### src/rtl/captune_seq.sv
// Sequencer for thermometer-coded tunable cap banks: binary targets in, registered
// thermometer words out, with immediate jumps or one-unit-per-STEP_DIV ramps.
module captune_seq #(
    parameter int N_UNITS    = 64,
    parameter int N_CH       = 2,
    parameter int STEP_DIV   = 4,
    parameter int RESET_CODE = 32,
    localparam int CW  = $clog2(N_UNITS + 1),
    localparam int CHW = (N_CH > 1) ? $clog2(N_CH) : 1
) (
    input  logic                    clk,
    input  logic                    rst_n,
    input  logic                    cfg_valid,
    output logic                    cfg_ready,
    input  logic [CHW-1:0]          cfg_ch,
    input  logic [CW-1:0]           cfg_code,
    input  logic                    cfg_ramp,
    input  logic                    hold,
    output logic [N_CH*N_UNITS-1:0] tune,
    output logic [N_CH*CW-1:0]      cur_code,
    output logic [N_CH-1:0]         busy,
    output logic [N_CH-1:0]         done
);
    localparam int DW = $clog2(STEP_DIV) + 1;
    localparam logic [DW-1:0] DIV_RELOAD = DW'(STEP_DIV - 1);

    typedef enum logic {IDLE, RAMP} st_e;

    function automatic logic [N_UNITS-1:0] therm(input logic [CW-1:0] n);
        logic [N_UNITS-1:0] t;
        for (int i = 0; i < N_UNITS; i++) t[i] = (CW'(i) < n);
        return t;
    endfunction

    logic          cfg_ready_q;
    logic [CW-1:0] code_clamped;

    always_ff @(posedge clk) begin
        if (!rst_n) cfg_ready_q <= 1'b0;
        else        cfg_ready_q <= 1'b1;
    end

    assign cfg_ready    = cfg_ready_q;
    assign code_clamped = (cfg_code > CW'(N_UNITS)) ? CW'(N_UNITS) : cfg_code;

    for (genvar c = 0; c < N_CH; c++) begin : g_ch
        st_e                state_q, state_d;
        logic [CW-1:0]      cur_q, cur_d, tgt_q, tgt_d, step_code;
        logic [DW-1:0]      div_q, div_d;
        logic               done_q, done_d, busy_c;
        logic [N_UNITS-1:0] tune_q;
        logic               wr;

        // Channels beyond N_CH never match, so such writes are accepted and dropped.
        assign wr = cfg_valid && cfg_ready_q && (cfg_ch == CHW'(c));

        always_ff @(posedge clk) begin
            if (!rst_n) begin
                state_q <= IDLE;
                cur_q   <= CW'(RESET_CODE);
                tgt_q   <= CW'(RESET_CODE);
                div_q   <= '0;
                done_q  <= 1'b0;
                tune_q  <= therm(CW'(RESET_CODE));
            end else begin
                state_q <= state_d;
                cur_q   <= cur_d;
                tgt_q   <= tgt_d;
                div_q   <= div_d;
                done_q  <= done_d;
                tune_q  <= therm(cur_d);
            end
        end

        always_comb begin
            state_d   = state_q;
            cur_d     = cur_q;
            tgt_d     = tgt_q;
            div_d     = div_q;
            done_d    = 1'b0;
            step_code = (cur_q < tgt_q) ? cur_q + CW'(1) : cur_q - CW'(1);
            if (wr) begin
                // A write always wins over a pending step; the old target is dropped silently.
                tgt_d = code_clamped;
                if (!cfg_ramp) begin
                    cur_d   = code_clamped;
                    state_d = IDLE;
                    done_d  = 1'b1;
                end else if (code_clamped == cur_q) begin
                    state_d = IDLE;
                    done_d  = 1'b1;
                end else begin
                    state_d = RAMP;
                    div_d   = DIV_RELOAD;
                end
            end else if (state_q == RAMP && !hold) begin
                if (div_q != '0) begin
                    div_d = div_q - DW'(1);
                end else begin
                    cur_d = step_code;
                    div_d = DIV_RELOAD;
                    if (step_code == tgt_q) begin
                        state_d = IDLE;
                        done_d  = 1'b1;
                    end
                end
            end
        end

        always_comb begin
            busy_c = (state_q == RAMP);
        end

        assign tune[c*N_UNITS +: N_UNITS] = tune_q;
        assign cur_code[c*CW +: CW]       = cur_q;
        assign busy[c]                    = busy_c;
        assign done[c]                    = done_q;
    end

endmodule

### config.mk
export PLATFORM = sky130hd
export DESIGN_NAME = captune_seq
export DESIGN_NICKNAME = d
export VERILOG_FILES = /design/src/rtl/captune_seq.sv
export SDC_FILE = /design/constraint.sdc
export NUM_CORES = 1
export LEC_CHECK = 0
export ABC_AREA = 0
export CAP_MARGIN = 20
export CORE_MARGIN = 2
export CORE_UTILIZATION = 40
export DETAILED_ROUTE_END_ITERATION = 7
export PLACE_DENSITY = 0.66
export SLEW_MARGIN = 40
export SYNTH_ARGS = -nofsm -noshare
export SYNTH_HDL_FRONTEND = slang
export SYNTH_SLANG_ARGS = --single-unit
### constraint.sdc
create_clock -name clk -period 6.9 [get_ports clk]
set_input_delay 0.69 -clock clk [delete_from_list [all_inputs] [get_ports clk]]
set_output_delay 0.69 -clock clk [all_outputs]
set_load 0.1 [all_outputs]
Yosys cells after proc, flatten, opt, wreduce, memory -nomap -nowiden --
Index checks and enable logic that the tools add are counted.
Cells by class: add/sub/neg operators 6, order comparisons 131, equality and inequality tests 10, muxes and demuxes 46, bitwise gates (word level) 1, reduce and logical (&&, ||, !) cells 16
Operators by type and width (count):
- $lt 6x7->1 const A | 64
- $lt 5x7->1 const A | 32
- $lt 4x7->1 const A | 16
- $mux 7 | 11
- $lt 3x7->1 const A | 8
- $mux 3 | 10
- $eq 7x7->1 | 4
- $lt 1x7->1 const A | 4
- $lt 2x7->1 const A | 4
- $mux 1 | 25
- $add 7x1->7 const B | 2
- $lt 7x7->1 | 2
- $sub 7x1->7 const B | 2
- $ne 2x2->1 const B | 6
- $reduce_and 3->1 | 4
- $reduce_bool 2->1 | 4
- $gt 7x7->1 const B | 1
- $reduce_bool 3->1 | 2
- $sub 3x1->3 const B | 2
- $logic_and 1x1->1 | 5
- $logic_not 1->1 | 1
- $not 1->1 | 1
Storage, ports and cells: bits in registers 167, bits of input ports 13, output and inout bits 147, word-level logic and storage cells 223

Depth between registers and ports, before layout --
Gate-level depths: netlist of run 1.
depth after elaboration 7, depth in mapped cells 15, depth with buffers taken out 13

Least setup slack after synthesis of run 1 --
No wires, ideal clock.
path type register to register, from register g_ch[0].cur_q[6], to register g_ch[0].tune_q[61], setup time 87 ps, arrival time 3968 ps, data required time 6813 ps, slack 2845 ps, cell stages (with the launch flop) 14, buffers on the path 1, period minus slack after synthesis 4055 ps, cells stage by stage dfxtp_1 > ha_1 > and3_1 > a221o_1 > a31o_2 > fa_1 > a211oi_2 > o21bai_1 > a21oi_2 > xor2_2 > mux2i_2 > o21ai_2 > buf_6 > o31ai_1
Between the ends: longest elaborated chain between the ends 6, elaborated cells on any way between the ends 9, those cells by class add/sub (2); order compare (2); mux (5)
RTL lines:
- from (decl) | RTL line 48 | logic [CW-1:0] cur_q, cur_d, tgt_q, tgt_d, step_code;
- from (signal assigned) | RTL line 60 | cur_q <= CW'(RESET_CODE);
- from (signal assigned) | RTL line 67 | cur_q <= cur_d;
- $sub 7x1->7, or another cell as far along | RTL line 81 | step_code = (cur_q < tgt_q) ? cur_q + CW'(1) : cur_q - CW'(1);
- $mux 7 | RTL line 81
- $mux 7 | RTL line 97 | if (div_q != '0) begin
- $mux 7 | RTL line 96 | end else if (state_q == RAMP && !hold) begin
- $mux 7 * | RTL line 82 | if (wr) begin
- $lt 6x7->1 * | RTL line 31 | for (int i = 0; i < N_UNITS; i++) t[i] = (CW'(i) < n);
- to (signal assigned) | RTL line 64 | tune_q <= therm(CW'(RESET_CODE));
- to (signal assigned) | RTL line 71 | tune_q <= therm(cur_d);
- to (decl) | RTL line 51 | logic [N_UNITS-1:0] tune_q;
Every way passes the cells marked *; elsewhere a longest branch is shown, timed or not. A chain may end at the register's enable or synchronous reset.

Worst setup path in the final report of run 1 --
from register g_ch[0].cur_q[6], to register g_ch[0].tune_q[8]
Between the ends: longest elaborated chain between the ends 6, elaborated cells on any way between the ends 9, those cells by class add/sub (2); order compare (2); mux (5)
RTL lines (RTL line):
- $sub 7x1->7, or another cell as far along | 81
- $mux 7 | 81
- $mux 7 | 97
- $mux 7 | 96
- $mux 7 * | 82
- $lt 4x7->1 * | 31
Marks and branches as above.

==> impl_metrics.toml, run 1 <==
[clock_tree]
cts_tree = "built"
clk_latency_ns = 0.43
clockBufferDepth = 2
path_clk_slew_ns = 0.07
post_cts_buffers = 0
htree_levels = 4
root_buffer = "clkbuf_16"
cts-resized-gates = 0
cts.sinks = 165
numCtsBuffers = 17
hold_buffers = 0

[logic_synthesis]
ys_types = 88
synth_flop_cell = "dfxtp_1"
ys_seq_elements = 165
yosys_warnings = 0
syn-mean-instance-area_um2 = 9.200
synthCells = 743
syn-num-nets = 786
synth_area_um2 = 6835
synthArstFlopShare = 0
ys_seq_area_frac = 0.4833
synth_edf_count = 0

[pwr]
total_power_mw = 2.922
ir_worst_vdd_mv = 0.1823
p_leak_nw = 3.506
power_density_nw_per_um2 = 348.8

[hold_path]
min_path_type = "reg2reg"

[job]
maxCapViolCount = 0

[routing]
drcViolationCount = 0
routed_wl_mm = 18.80
routedWlPerCell_um = 16.82
dr.first_iter.drc_count = 489
routed_via_density = 5.209
vias = 5824
drt_first_pass_iters = 7
ant_nets = 0

[status]
status = "finished clean"

[sta]
worstMarginPinSlew_ns = 0.7548
rsz0062_at_grt = "false"
fmax_mhz = 246.1
maxSlewHeadroom = 0.4952
post-route-period-util = 0.5888
fin_worst_skew_ns = 0.008373
slew_viol_final = 0
hold_viol_final = 0
fin_crit_ns = 4.063
setup_tns_ns = 0
setup_viol = 0

[critical_path]
end_kind = "flip-flop"
timing_worst_setup_path_type = "reg2reg"
start_kind = "flip-flop"
cp_max_fo = 15
worstPathArrival_ns = 4.33
cp.required_ns = 7.16

[cells_and_area]
layout-drive-gt1-share = 0.2528
syn2layout_area_growth_pct = 22.57
n_antenna_cell = 0
utilization = 0.5034
num-nets-final = 929

[place]
gp_routability_congestion = 0.8663
hpwl_mm = 13.74
portBuffers = 159

[global_route]
grt_pass1_wl_mm = 29.24
antenna_found_initial = 0
grt_overflow = 0
grt_pass1_vias = 5289
grt_max_degree = 33
track_usage = 0.2072

[die]
die_x_um = 134.7
start_util = 0.4107
ios = 160
num_rows = 47
core_area_um2 = 16640
die_y_um = 134.7
die_area_um2 = 18150
==> metal layers <==
layer | up-vias | share of wire | track usage
met2 | 229 | 0.43 | 0.3046
li1 | 2863 | - | -
met3 | 32 | 0.068 | 0.04392
met1 | 2700 | 0.48 | 0.3009
met5 | - | 0 | 0
met4 | 0 | 0.020 | 0.07018
==> power by group <==
| part | leakage, nW | internal, mW | switching (mW) |
|---|---|---|---|
| logic | 1.89 | 0.189 | 0.770 |
| registers | 1.35 | 1.03 | 0.0324 |
| clock network | 0.272 | 0.509 | 0.395 |
| total | 3.51 | 1.72 | 1.20 |
==> critical path, stage by stage (launching register included) <==
cell and delay (ns):
dfxtp_1 0.53, ha_1 0.31, and3_1 0.20, a221o_1 0.29
a31o_2 0.30, fa_1 0.43, a211oi_2 0.23, o21bai_1 0.12
a21oi_2 0.18, xor2_2 0.24, mux2i_2 0.15, nor3_4 0.43
buf_6 0.21, buf_6 0.16, o211ai_1 0.11
==> placed cells by master, fill, tap and decap left out, types with 17 or more instances in the layout <==
cell,synthesis,final
nor2_1,64,64
xnor2_1,19,19
inv_1,32,32
buf_2,16,147
dfxtp_1,165,165
clkbuf_16,0,17
o21ai_0,77,77
a21oi_1,35,35
ha_1,28,28
nand2_1,91,90
==> stage by stage <==
| step | setup slack (ns) | hold WS (ns) | instances | area [µm²] |
|---|---|---|---|---|
| finish | 2.837 | 0.4625 | 1118 | 8378 |
| detailed placement | 2.854 | 0.4562 | 1086 | 7799 |
| floorplan | 2.845 | 0.4363 | 743 | 6835 |
| CTS | 2.830 | 0.4655 | 1117 | 8363 |
| global placement | 2.628 | 0.4453 | 1084 | 8493 |
| global route | 2.566 | 0.4774 | 1118 | 8378 |
==> state kept, by name (all words and copies together), names as in the netlist <==
register / cells
g_ch.done_q: 2
g_ch.div_q: 6
cfg_ready: 1
g_ch.tune_q: 126
g_ch.busy_c: 2
g_ch.cur_q: 14
g_ch.tgt_q: 14
==> final timing paths <==
path,from,slack [ns],endpoint,depth (start not counted)
max,g_ch[0].cur_q[6],2.84,g_ch[0].tune_q[8],14
min,g_ch[1].tgt_q[3],0.46,g_ch[1].tgt_q[3],2
max reg2reg,g_ch[0].cur_q[6],2.84,g_ch[0].tune_q[8],14
min reg2reg,g_ch[1].tgt_q[3],0.46,g_ch[1].tgt_q[3],2
==> Yosys cell counts (all sizes together), types with 2 or more instances <==
cell	count	area share
dfxtp	165	0.48
o21ai	100	0.077
nand2	93	0.053
nor2	67	0.039
a21oi	37	0.029
inv	32	0.018
buf	28	0.026
ha	28	0.051
xnor2	19	0.024
nand2b	14	0.013
nor3	13	0.012
clkbuf	12	0.0068
nand3	12	0.0088
o211ai	9	0.011
and2	8	0.0079
xor2	8	0.011
a21o	6	0.0068
a31oi	5	0.0046
nand4	5	0.0046
a221o	4	0.0059
a221oi	4	0.0095
a311oi	4	0.0060
o22ai	4	0.0037
or2	4	0.0037
or3	4	0.0037
a211oi	3	0.0048
a22oi	3	0.0033
and3	3	0.0031
and4bb	3	0.0060
nand4b	3	0.0038
nand4bb	3	0.0049
nor2b	3	0.0027
o21a	3	0.0033
o221a	3	0.0049
fa	2	0.0059
mux2i	2	0.0035
nand3b	2	0.0027
nor4	2	0.0018
or4	2	0.0022
==> cells by family (layout without fill, tap and decap cells) <==
logic type	after synthesis	after routing	share of synthesized area
adder cells (fa/ha/maj)	30	30	0.05711
AND/OR/NAND/NOR	247	247	0.1805
multiplexers	2	2	0.003478
flip-flops	165	165	0.4833
AO/OA/AOI/OAI	200	200	0.1896
buffers and inverters	72	227	0.05034
XOR/XNOR	27	27	0.03570
==> layout make-up <==
type	instances	area, µm²
clock inverters	13	125.1
flip-flops and latches	165	3303
clock buffers	18	439.2
repair buffers	164	908.4
multi-input cells	506	3207
inverters	32	120.1
fillers	1567	8264
well taps	220	275.3
Power figures use the tool's default switching activity.
==> run 2, diff against run 1 <==
- PLACE_DENSITY: 0.66 -> 0.69
- clock period: 6.9 -> 3.6 ns (I/O delays scaled with it)
==> run 2 against run 1 <==
Effect of this change: critical path depth rose by 1; clock-buffer cell count rose by 1; fmax rose by 16%; die area did not move; sequential cell count did not move; critical endpoint is now g_ch[0].tune_q[22]; highest routed layer unchanged.
==> impl_metrics.toml, run 2 (synthesized netlist as in run 1, its figures left out) <==
[critical_path]
worstPathArrival_ns = 3.85
timing_worst_setup_path_type = "reg2reg"
cp_max_fo = 16
cp.required_ns = 3.96
start_kind = "flip-flop"
end_kind = "flip-flop"

[die]
core_area_um2 = 16640
die_x_um = 134.7
die_y_um = 134.7
start_util = 0.4107
ios = 160
die_area_um2 = 18150
num_rows = 47

[routing]
routed_via_density = 5.264
routed_wl_mm = 20.14
vias = 6043
dr.first_iter.drc_count = 475
ant_nets = 0
drt_first_pass_iters = 5
drcViolationCount = 0
routedWlPerCell_um = 17.54

[global_route]
grt_busiest_layer = "met2"
grt_pass1_wl_mm = 30.62
grt_overflow = 0
track_usage = 0.2173
use_met1 = 0.2928
antenna_found_initial = 0
grt_pass1_vias = 5618
use_met3 = 0.04429
grt_max_degree = 33
use_met2 = 0.3525

[sta]
fin_worst_skew_ns = 0.01147
setup_ws_ns = 0.1096
setup_viol = 0
fmax_mhz = 286.5
hold_viol_final = 0
fin_crit_ns = 3.490
maxSlewHeadroom = 0.4844
worstMarginPinSlew_ns = 0.7682
fin_hold_ws_ns = 0.4592
post-route-period-util = 0.9695
slew_viol_final = 0

[cells_and_area]
layout_common_cells = "dfxtp_1, buf_2, nand2_1"
nFillCells = 1524
layout-drive-gt1-share = 0.3103
stdcell_count = 1148
final_common_cell = "dfxtp_1"
n_antenna_cell = 0
largest_register_ffs = 126
multi_input_area_um2 = 3309
ff_latch_area_um2 = 3331
top_regs = "g_ch.tune_q x126, g_ch.cur_q x14, g_ch.tgt_q x14"
top_register = "g_ch.tune_q"
stdcell_area_um2 = 8882
syn2layout_area_growth_pct = 29.95
num-nets-final = 958

[place]
dp_cells = 1108
post-place-ws_ns = 0.01791
portBuffers = 159
gp_routability_congestion = 0.8900
place_area_um2 = 8014
hpwl_mm = 14.36

[pwr]
clockPowerShare = 0.321
p_leak_nw = 3.737
total_power_mw = 5.861
pwr-share-seq = 0.344
ir_worst_vdd_mv = 0.3511
power_density_nw_per_um2 = 659.9
intPower_mw = 3.489
combPwrFrac = 0.335
power_switching_mw = 2.372
swShare = 0.4047

[clock_tree]
htree_levels = 4
path_clk_slew_ns = 0.07
hold_buffers = 0
root_buffer = "clkbuf_16"
cts.sinks = 165
clockBufferDepth = 2
clk_latency_ns = 0.43
numCtsBuffers = 17
cts_tree = "built"

[hold_path]
min_path_type = "reg2reg"

[job]
maxCapViolCount = 0

[status]
status = "finished clean"
==> run 2: cell count changes in the layout (fill, tap and decap cells not counted), sizes merged <==
cell	before	now
buf	152	178
bufinv	1	2
clkinvlp	3	1
clkbuf	18	22
inv	36	37
==> run 2: final timing paths <==
check | startpoint | end | slack (ns) | cells after the start
worst max-delay path | g_ch[0].tgt_q[5] | g_ch[0].tune_q[22] | 0.11 | 15
worst max register to register | g_ch[0].tgt_q[5] | g_ch[0].tune_q[22] | 0.11 | 15
worst min-delay path | g_ch[1].tgt_q[3] | g_ch[1].tgt_q[3] | 0.46 | 2
worst min register to register | g_ch[1].tgt_q[3] | g_ch[1].tgt_q[3] | 0.46 | 2
==> run 2: critical path, stage by stage (launching register included) <==
cell and delay, ns:
dfxtp_2 0.33, inv_1 0.10, ha_4 0.21, a21o_1 0.17
a221o_1 0.35, a31o_4 0.24, fa_2 0.38, a211oi_2 0.28
o21bai_1 0.11, a21oi_2 0.18, xor2_2 0.25, mux2i_4 0.35
nor3_4 0.06, buf_12 0.16, clkbuf_16 0.17, o21ai_1 0.08
==> run 2: area by class of cell <==
| class | instances | share of cell area |
|---|---|---|
| Multi-Input combinational cell | 506 | 0.3726 |
| Tap cell | 220 | 0.03099 |
| Clock inverter | 13 | 0.01859 |
| Inverter | 32 | 0.01352 |
| Sequential cell | 165 | 0.3750 |
| Clock buffer | 19 | 0.05099 |
| Timing Repair Buffer | 193 | 0.1383 |
==> run 2: stage by stage <==
step                 TNS [ns]  utilization
finish                      0       0.5337
global route        -0.003605       0.5337
CTS                         0       0.5188
detailed placement          0       0.4815
global placement            0       0.5254
floorplan                   0            -
==> run 2: power groups by stage <==
stage / registers, mW / clock network [mW] / logic, mW
final: 2.02 / 1.88 / 1.96
after global routing: 2.03 / 1.99 / 2.06
after CTS: 2.02 / 1.91 / 1.87
after detailed placement: 2.06 / 0 / 1.87
after global placement: 2.06 / 0 / 1.98
after floorplan: 3.01 / 0 / 0.584
==> run 2: layer usage <==
metal  share of wire  wire, µm  vias to the layer above
met3           0.065      1312                       28
li1                -         -                     2920
met4           0.018       353                        0
met5               0         0                        -
met2            0.47      9417                      246
met1            0.45      9055                     2849
==> run 2: repair_timing <==
action,CTS,global route
setup buffers,0,5
gates resized for setup,2,26
hold endpoints to repair,0,0
setup endpoints to repair,2,120
pin swaps,0,7
gates cloned,0,3
